--- src/rtl/mesh_local_ni_pkg.sv ---
// rtl/mesh_local_ni_pkg.sv - shared types and widths for the mesh local network interface
package mesh_local_ni_pkg;

  localparam int CS        = 2;
  localparam int PAYLOAD_W = 24;
  localparam int PL        = 1 + 4*CS + PAYLOAD_W;

  // Field order matches the wire format: valid is the first (most significant) bit.
  typedef struct packed {
    logic                 valid;
    logic [CS-1:0]        dest_x;
    logic [CS-1:0]        dest_y;
    logic [CS-1:0]        src_x;
    logic [CS-1:0]        src_y;
    logic [PAYLOAD_W-1:0] payload;
  } noc_pkt_t;

  typedef enum logic [1:0] {IDLE, WAIT, SEND} ni_state_e;

  function automatic noc_pkt_t make_pkt(input logic [CS-1:0] dx, input logic [CS-1:0] dy,
                                        input logic [CS-1:0] sx, input logic [CS-1:0] sy,
                                        input logic [PAYLOAD_W-1:0] pl);
    noc_pkt_t p;
    p.valid   = 1'b1;
    p.dest_x  = dx;
    p.dest_y  = dy;
    p.src_x   = sx;
    p.src_y   = sy;
    p.payload = pl;
    return p;
  endfunction

endpackage

--- src/rtl/mesh_local_ni_if.sv ---
// rtl/mesh_local_ni_if.sv - core and router side handshake bundle of the local network interface
interface mesh_local_ni_if;
  import mesh_local_ni_pkg::*;

  logic                 tx_valid;
  logic                 tx_ready;
  logic [CS-1:0]        tx_dest_x;
  logic [CS-1:0]        tx_dest_y;
  logic [PAYLOAD_W-1:0] tx_payload;
  noc_pkt_t             pkt_out;
  logic                 avail_in;
  noc_pkt_t             pkt_in;
  logic                 avail_out;
  logic                 rx_valid;
  logic                 rx_ready;
  logic [CS-1:0]        rx_src_x;
  logic [CS-1:0]        rx_src_y;
  logic [PAYLOAD_W-1:0] rx_payload;

  // The NI itself.
  modport slave (
    input  tx_valid, tx_dest_x, tx_dest_y, tx_payload, avail_in, pkt_in, rx_ready,
    output tx_ready, pkt_out, avail_out, rx_valid, rx_src_x, rx_src_y, rx_payload
  );

  // Core plus router, seen from outside the NI.
  modport master (
    output tx_valid, tx_dest_x, tx_dest_y, tx_payload, avail_in, pkt_in, rx_ready,
    input  tx_ready, pkt_out, avail_out, rx_valid, rx_src_x, rx_src_y, rx_payload
  );

endinterface

--- src/rtl/mesh_local_ni_fifo.sv ---
// rtl/mesh_local_ni_fifo.sv - show-ahead synchronous FIFO used on the ejection path
module mesh_local_ni_fifo #(
  parameter  int W     = 8,
  parameter  int DEPTH = 4,
  localparam int AW    = $clog2(DEPTH),
  localparam int CW    = AW + 1
) (
  input  logic          clk,
  input  logic          rst,
  input  logic          push,
  input  logic [W-1:0]  push_data,
  input  logic          pop,
  output logic [W-1:0]  head_data,
  output logic          empty,
  output logic          full,
  output logic [CW-1:0] count
);

  logic [W-1:0]  mem [DEPTH];
  logic [AW-1:0] wptr_q;
  logic [AW-1:0] rptr_q;
  logic [CW-1:0] count_q;
  logic          push_en;
  logic          pop_en;

  // A push into a full FIFO is refused even when a pop frees a slot on the same edge.
  assign push_en   = push && !full;
  assign pop_en    = pop && !empty;
  assign empty     = (count_q == '0);
  assign full      = (count_q == CW'(DEPTH));
  assign count     = count_q;
  assign head_data = mem[rptr_q];

  // Storage write; contents need no reset because count gates visibility.
  always_ff @(posedge clk) begin
    if (push_en) mem[wptr_q] <= push_data;
  end

  // Pointer and occupancy tracking; pointers wrap naturally at the power-of-2 depth.
  always_ff @(posedge clk) begin
    if (rst) begin
      wptr_q  <= '0;
      rptr_q  <= '0;
      count_q <= '0;
    end else begin
      if (push_en) wptr_q <= wptr_q + AW'(1);
      if (pop_en)  rptr_q <= rptr_q + AW'(1);
      count_q <= count_q + CW'(push_en) - CW'(pop_en);
    end
  end

endmodule

--- src/rtl/mesh_local_ni.sv ---
// rtl/mesh_local_ni.sv - local-port network interface: packet injection FSM and ejection FIFO
module mesh_local_ni
  import mesh_local_ni_pkg::*;
#(
  parameter int EJ_DEPTH  = 4,
  parameter int STALL_LIM = 64
) (
  input  logic            clk,
  input  logic            rst,
  input  logic [CS-1:0]   node_x,
  input  logic [CS-1:0]   node_y,
  mesh_local_ni_if.slave  ni,
  output logic            stall_err,
  output logic            ovf_err
);

  localparam int WCW = $clog2(STALL_LIM + 1);
  localparam int FW  = 2*CS + PAYLOAD_W;
  localparam int ECW = $clog2(EJ_DEPTH) + 1;

  ni_state_e      state_q, state_d;
  noc_pkt_t       pkt_q;
  logic [WCW-1:0] wait_cnt_q;
  logic           stall_q;
  logic           ovf_q;
  logic [FW-1:0]  ej_head;
  logic           ej_empty;
  logic           ej_full;
  logic [ECW-1:0] ej_count;
  logic           unused_dest;

  // Injection state register.
  always_ff @(posedge clk) begin
    if (rst) state_q <= IDLE;
    else     state_q <= state_d;
  end

  // Next state plus tx_ready/pkt_out decode; the packet is on the wire only in SEND.
  always_comb begin
    state_d     = state_q;
    ni.tx_ready = 1'b0;
    ni.pkt_out  = '0;
    unique case (state_q)
      IDLE: begin
        ni.tx_ready = 1'b1;
        if (ni.tx_valid) state_d = WAIT;
      end
      WAIT: begin
        if (ni.avail_in) state_d = SEND;
      end
      SEND: begin
        ni.pkt_out = pkt_q;
        state_d    = IDLE;
      end
      default: state_d = IDLE;
    endcase
  end

  // Latch the request and count wait cycles; the counter saturates so stall_err stays meaningful.
  always_ff @(posedge clk) begin
    if (rst) begin
      pkt_q      <= '0;
      wait_cnt_q <= '0;
      stall_q    <= 1'b0;
    end else if (state_q == IDLE && ni.tx_valid) begin
      pkt_q      <= make_pkt(ni.tx_dest_x, ni.tx_dest_y, node_x, node_y, ni.tx_payload);
      wait_cnt_q <= '0;
    end else if (state_q == WAIT && !ni.avail_in) begin
      if (wait_cnt_q != WCW'(STALL_LIM)) wait_cnt_q <= wait_cnt_q + WCW'(1);
      if (wait_cnt_q >= WCW'(STALL_LIM - 1)) stall_q <= 1'b1;
    end
  end

  // Sticky overflow flag: any arrival that finds the FIFO full is lost.
  always_ff @(posedge clk) begin
    if (rst) ovf_q <= 1'b0;
    else if (ni.pkt_in.valid && ej_full) ovf_q <= 1'b1;
  end

  // Ejected packets are addressed to this node, so the destination is not stored.
  assign unused_dest = ^{ni.pkt_in.dest_x, ni.pkt_in.dest_y};

  mesh_local_ni_fifo #(
    .W     (FW),
    .DEPTH (EJ_DEPTH)
  ) u_ej_fifo (
    .clk       (clk),
    .rst       (rst),
    .push      (ni.pkt_in.valid),
    .push_data ({ni.pkt_in.src_x, ni.pkt_in.src_y, ni.pkt_in.payload}),
    .pop       (ni.rx_ready),
    .head_data (ej_head),
    .empty     (ej_empty),
    .full      (ej_full),
    .count     (ej_count)
  );

  assign ni.avail_out  = (ej_count != ECW'(EJ_DEPTH));
  assign ni.rx_valid   = !ej_empty;
  assign ni.rx_src_x   = ej_head[FW-1 -: CS];
  assign ni.rx_src_y   = ej_head[FW-CS-1 -: CS];
  assign ni.rx_payload = ej_head[PAYLOAD_W-1:0];
  assign stall_err     = stall_q;
  assign ovf_err       = ovf_q;

endmodule
--- src/flat_wrapper.sv ---
// flat-port wrapper written by rule: the top's interface ports become plain ports
module mesh_local_ni_flat import mesh_local_ni_pkg::*;
#(
  parameter int EJ_DEPTH  = 4,
  parameter int STALL_LIM = 64
)
  (clk, rst, node_x, node_y, stall_err, ovf_err, ni_tx_valid, ni_tx_dest_x, ni_tx_dest_y, ni_tx_payload, ni_avail_in, ni_pkt_in, ni_rx_ready, ni_tx_ready, ni_pkt_out, ni_avail_out, ni_rx_valid, ni_rx_src_x, ni_rx_src_y, ni_rx_payload);
  mesh_local_ni_if ni_i ();
  input  logic clk;
  input  logic rst;
  input  logic [CS-1:0] node_x;
  input  logic [CS-1:0] node_y;
  output logic stall_err;
  output logic ovf_err;
  input wire logic [$bits(ni_i.tx_valid)-1:0] ni_tx_valid;
  input wire logic [$bits(ni_i.tx_dest_x)-1:0] ni_tx_dest_x;
  input wire logic [$bits(ni_i.tx_dest_y)-1:0] ni_tx_dest_y;
  input wire logic [$bits(ni_i.tx_payload)-1:0] ni_tx_payload;
  input wire logic [$bits(ni_i.avail_in)-1:0] ni_avail_in;
  input wire logic [$bits(ni_i.pkt_in)-1:0] ni_pkt_in;
  input wire logic [$bits(ni_i.rx_ready)-1:0] ni_rx_ready;
  output wire logic [$bits(ni_i.tx_ready)-1:0] ni_tx_ready;
  output wire logic [$bits(ni_i.pkt_out)-1:0] ni_pkt_out;
  output wire logic [$bits(ni_i.avail_out)-1:0] ni_avail_out;
  output wire logic [$bits(ni_i.rx_valid)-1:0] ni_rx_valid;
  output wire logic [$bits(ni_i.rx_src_x)-1:0] ni_rx_src_x;
  output wire logic [$bits(ni_i.rx_src_y)-1:0] ni_rx_src_y;
  output wire logic [$bits(ni_i.rx_payload)-1:0] ni_rx_payload;
  assign ni_i.tx_valid = ni_tx_valid;
  assign ni_i.tx_dest_x = ni_tx_dest_x;
  assign ni_i.tx_dest_y = ni_tx_dest_y;
  assign ni_i.tx_payload = ni_tx_payload;
  assign ni_i.avail_in = ni_avail_in;
  assign ni_i.pkt_in = ni_pkt_in;
  assign ni_i.rx_ready = ni_rx_ready;
  assign ni_tx_ready = ni_i.tx_ready;
  assign ni_pkt_out = ni_i.pkt_out;
  assign ni_avail_out = ni_i.avail_out;
  assign ni_rx_valid = ni_i.rx_valid;
  assign ni_rx_src_x = ni_i.rx_src_x;
  assign ni_rx_src_y = ni_i.rx_src_y;
  assign ni_rx_payload = ni_i.rx_payload;
  mesh_local_ni #(.EJ_DEPTH(EJ_DEPTH), .STALL_LIM(STALL_LIM)) u_core (.clk(clk), .rst(rst), .node_x(node_x), .node_y(node_y), .ni(ni_i), .stall_err(stall_err), .ovf_err(ovf_err));
endmodule
--- config.mk ---
export PLATFORM = sky130hd
export DESIGN_NAME = mesh_local_ni_flat
export DESIGN_NICKNAME = d
export VERILOG_FILES = /design/src/rtl/mesh_local_ni_pkg.sv /design/src/rtl/mesh_local_ni_if.sv /design/src/rtl/mesh_local_ni_fifo.sv /design/src/rtl/mesh_local_ni.sv /design/src/flat_wrapper.sv
export SDC_FILE = /design/constraint.sdc
export NUM_CORES = 1
export LEC_CHECK = 0
export CAP_MARGIN = 0
export CORE_MARGIN = 10
export CORE_UTILIZATION = 52
export CTS_BUF_LIST = sky130_fd_sc_hd__clkbuf_2 sky130_fd_sc_hd__clkbuf_4 sky130_fd_sc_hd__clkbuf_8
export DETAILED_ROUTE_END_ITERATION = 8
export PLACE_DENSITY = 0.81
export SLEW_MARGIN = 0
export SYNTH_ARGS = -nofsm -noshare
export SYNTH_HDL_FRONTEND = slang
export SYNTH_HIERARCHICAL = 1
export SYNTH_SLANG_ARGS = --single-unit
--- constraint.sdc ---
create_clock -name clk -period 3.4 [get_ports clk]
set_clock_uncertainty 0.05 [all_clocks]
set_input_delay 0.68 -clock clk [delete_from_list [all_inputs] [get_ports clk]]
set_output_delay 0.68 -clock clk [all_outputs]
set_load 0.02 [all_outputs]
==> results.toml <==
[sta]
finalCritPeriodShare_pct = 87.6
max_freq_mhz = 336
period_minus_slack_ns = 2.98
hold_viol_final = 0
rsz0062_at_grt = "no"
finalSetupViolations = 0
tightestPinTransition_ns = 0.745
fin_tns_setup_ns = 0
slew_headroom_pct = 50.3
drv_slew = 0

[power]
p_clk_share_pct = 29.2
powerDensity_nw_per_um2 = 626
intPower_mw = 3.85
switching_share_pct = 26.7
power.leakage_nw = 2.88
peakVddDrop_uv = 407
seqPwrFrac_pct = 45.9
p_switching_mw = 1.40
combPwrFrac_pct = 25.0

[worst_setup_path]
crit_path_end = "ni_rx_src_x[0]"
slowest_delay_ns = 0.62
crit_arrival_ns = 2.25
r2r_slack_ns = 1.10
cp_max_fo = 13
path_depth = 3
crit_path_start_kind = "register"
cp_top_family = "buffers and inverters"
crit-reg2reg-launch = "u_core/u_ej_fifo/count[1]$_SDFF_PP0_"
rr_endpoint = "u_core/u_ej_fifo/count[2]$_SDFF_PP0_"
ff2ff_path_depth = 10
path_buf_inv = 2
path_class = "reg2out"
critPathSlowestCell = "mux4_1"
crit_chain = "buf_4 -> mux4_1 -> clkdlybuf4s50_1"
endpoint_kind = "output pin"
required_ns = 2.67

[floorplanning]
floorplan.die_area_um2 = 17300
initial_core_util_pct = 53.4
pin_count = 136
dieHeight_um = 131
core-area_um2 = 12100
rows = 40
die_w_um = 131

[global_routing]
grt.overflow.total = 0
grt_pass1_vias = 4192
grt_max_degree = 37
grt_pass1_wl_mm = 21.9
track_usage_pct = 15.9
antenna_found_initial = 0

[detailed_routing]
detail_route.iter0.violations = 285
drc = 0
drt-total-wl_mm = 13.4
num_vias = 3932
firstDrtPassIters = 5
wl_per_cell_um = 17.6
vias_per_cell = 5.17
drtAntennaViolNets = 0

[synth]
synthDistinctLibCells = 41
synth-edff-count = 112
avgSynthCellArea_um2 = 14.7
synth_area_leaders = "edfxtp_1 52%, dfxtp_1 16%, mux4_2 7.0%, nand2_1 4.0%, and2_1 3.6%"
yosys_most_used_dff = "edfxtp_1"
yosysWarnings = 6
synth-seq-cells = 165
async_flop_share_pct = 0
syn_inst = 440
ys_seq_area_share_pct = 68.5
synth_top_cell_area_share_pct = 52.0
netlist.top_cell.by_area = "edfxtp_1"
syn_area_um2 = 6460
synthesis.nets = 519

[clock_tree]
clock-root-buffer = "clkbuf_8"
cts_buffer_depth = 2
clk_transition_reported_paths_ns = 0.09
clock-sinks = 165
cts.hold.buffers_added = 0
post_cts_resized = 0
h-tree-depth = 4
post_cts.repair.setup_buffers = 0
clkLatencyLatePin_ns = 0.45
numCtsBuffers = 17
cts_tree = "yes"

[cells_and_area]
antenna_cells = 0
fin_util_pct = 69.3
areaGrowthSynthToFinish_pct = 29.8
drive_gt1_share_pct = 12.3
nFillCells = 844
final_nets = 658

[status]
outcome = "complete, no violations"

[placed_design]
port_buffers = 131
place_congestion = 0.711
dp_hpwl_mm = 8.99

[hold_path]
holdCritStartpoint = "u_core/pkt_q[18]$_SDFFE_PP0P_"
hp-class = "reg2reg"

[run]
maxCapViolCount = 0
[layout make-up]
cell class	count	area, um2	share of cell area, %
Multi-Input combinational cell	239	1860	22.2
Inverter	13	48.8	0.582
Clock buffer	21	270	3.22
Timing Repair Buffer	143	1400	16.6
Sequential cell	165	4430	52.7
Clock inverter	11	175	2.09
Tap cell	168	210	2.51
[flip-flops by register name, indices dropped and copies added, names as in the netlist, named ones only]
name                     flops
u_core/u_ej_fifo/mem       112
u_core/stall_err             1
u_core/u_ej_fifo/count       3
u_core/u_ej_fifo/wptr_q      2
u_core/pkt_q                33
u_core/u_ej_fifo/rptr_q      2
u_core/ovf_err               1
u_core/state_q               2
u_core/wait_cnt_q            7
[layer usage]
metal / up-vias / track usage, % / routed length [um]
li1: 1881 / - / -
met1: 1900 / 17.6 / 5340
met2: 143 / 25.1 / 6380
met3: 8 / 9.49 / 1580
met4: 0 / 5.19 / 85
met5: - / 0 / 0
[cell usage in the layout, fill, tap and decap left out, types with 2 or more instances in the layout]
cell type / instances
a211oi_1: 4
a21oi_1: 38
and2_1: 37
buf_4: 12
bufinv_16: 4
clkbuf_4: 3
clkbuf_8: 18
clkdlybuf4s50_1: 130
clkinvlp_4: 5
dfxtp_1: 52
edfxtp_1: 112
ha_1: 8
inv_1: 13
mux2i_1: 3
mux4_1: 8
mux4_2: 20
nand2_1: 69
nand2b_1: 3
nand3_1: 4
nor2_1: 9
nor2b_1: 4
nor3_1: 3
nor3b_2: 2
o21ai_0: 4
or3_1: 5
xnor2_1: 2
[worst min-delay path, cell delays in order, from the launching register on]
cell     delay, ns
dfxtp_1       0.31
nand2_1       0.05
a21oi_1       0.05
[stage by stage]
step	power [mW]	instance area (um2)	std cells	hold WS, ns	setup WS (ns)
5_1_grt	5.52	8390	760	0.421	0.286
2_1_floorplan	3.27	6460	440	0.382	1.10
3_5_place_dp	3.80	7950	728	0.392	0.442
4_1_cts	5.33	8390	760	0.404	0.349
3_3_place_gp	3.77	7950	728	0.387	0.516
6_report	5.26	8390	760	0.402	0.422
[cell usage after synthesis, types with 4 or more instances]
master / count
or3_1: 5
nand2_1: 69
edfxtp_1: 112
a211oi_1: 4
nor2_1: 9
a21oi_1: 38
dfxtp_1: 53
mux4_1: 8
mux4_2: 20
clkbuf_1: 17
o21ai_0: 4
nor2b_1: 4
and2_1: 37
nand3_1: 4
inv_1: 13
ha_1: 8
[worst min path at each step]
stage	to	slack, ns	depth (start not counted)
finish	u_core/pkt_q[18]$_SDFFE_PP0P_	0.40	2
global route	u_core/pkt_q[7]$_SDFFE_PP0P_	0.42	2
CTS	u_core/pkt_q[0]$_SDFFE_PP0P_	0.40	2
detailed placement	u_core/pkt_q[7]$_SDFFE_PP0P_	0.39	2
global placement	u_core/pkt_q[3]$_SDFFE_PP0P_	0.39	2
floorplan	u_core/pkt_q[32]$_SDFFE_PP0P_	0.38	2
[cell families (layout without fill, tap and decap cells)]
kind of cell,count (synthesis),count (layout),share of synthesized area (%)
compound gates,50,50,4.32
flops,165,165,68.5
mux,32,32,10.9
simple gates,145,145,11.3
xor+xnor,3,3,0.407
fa+ha+maj,9,9,1.86
buf+inv,36,188,2.77
[power by group through the flow]
stage / Combinational [mW] / Clock [mW] / Sequential, mW
2_1_floorplan: 0.836 / 0 / 2.43
3_3_place_gp: 1.32 / 0 / 2.44
3_5_place_dp: 1.34 / 0 / 2.46
4_1_cts: 1.34 / 1.57 / 2.41
5_1_grt: 1.42 / 1.67 / 2.43
6_report: 1.31 / 1.53 / 2.41
(Power assumes the default switching activity.)
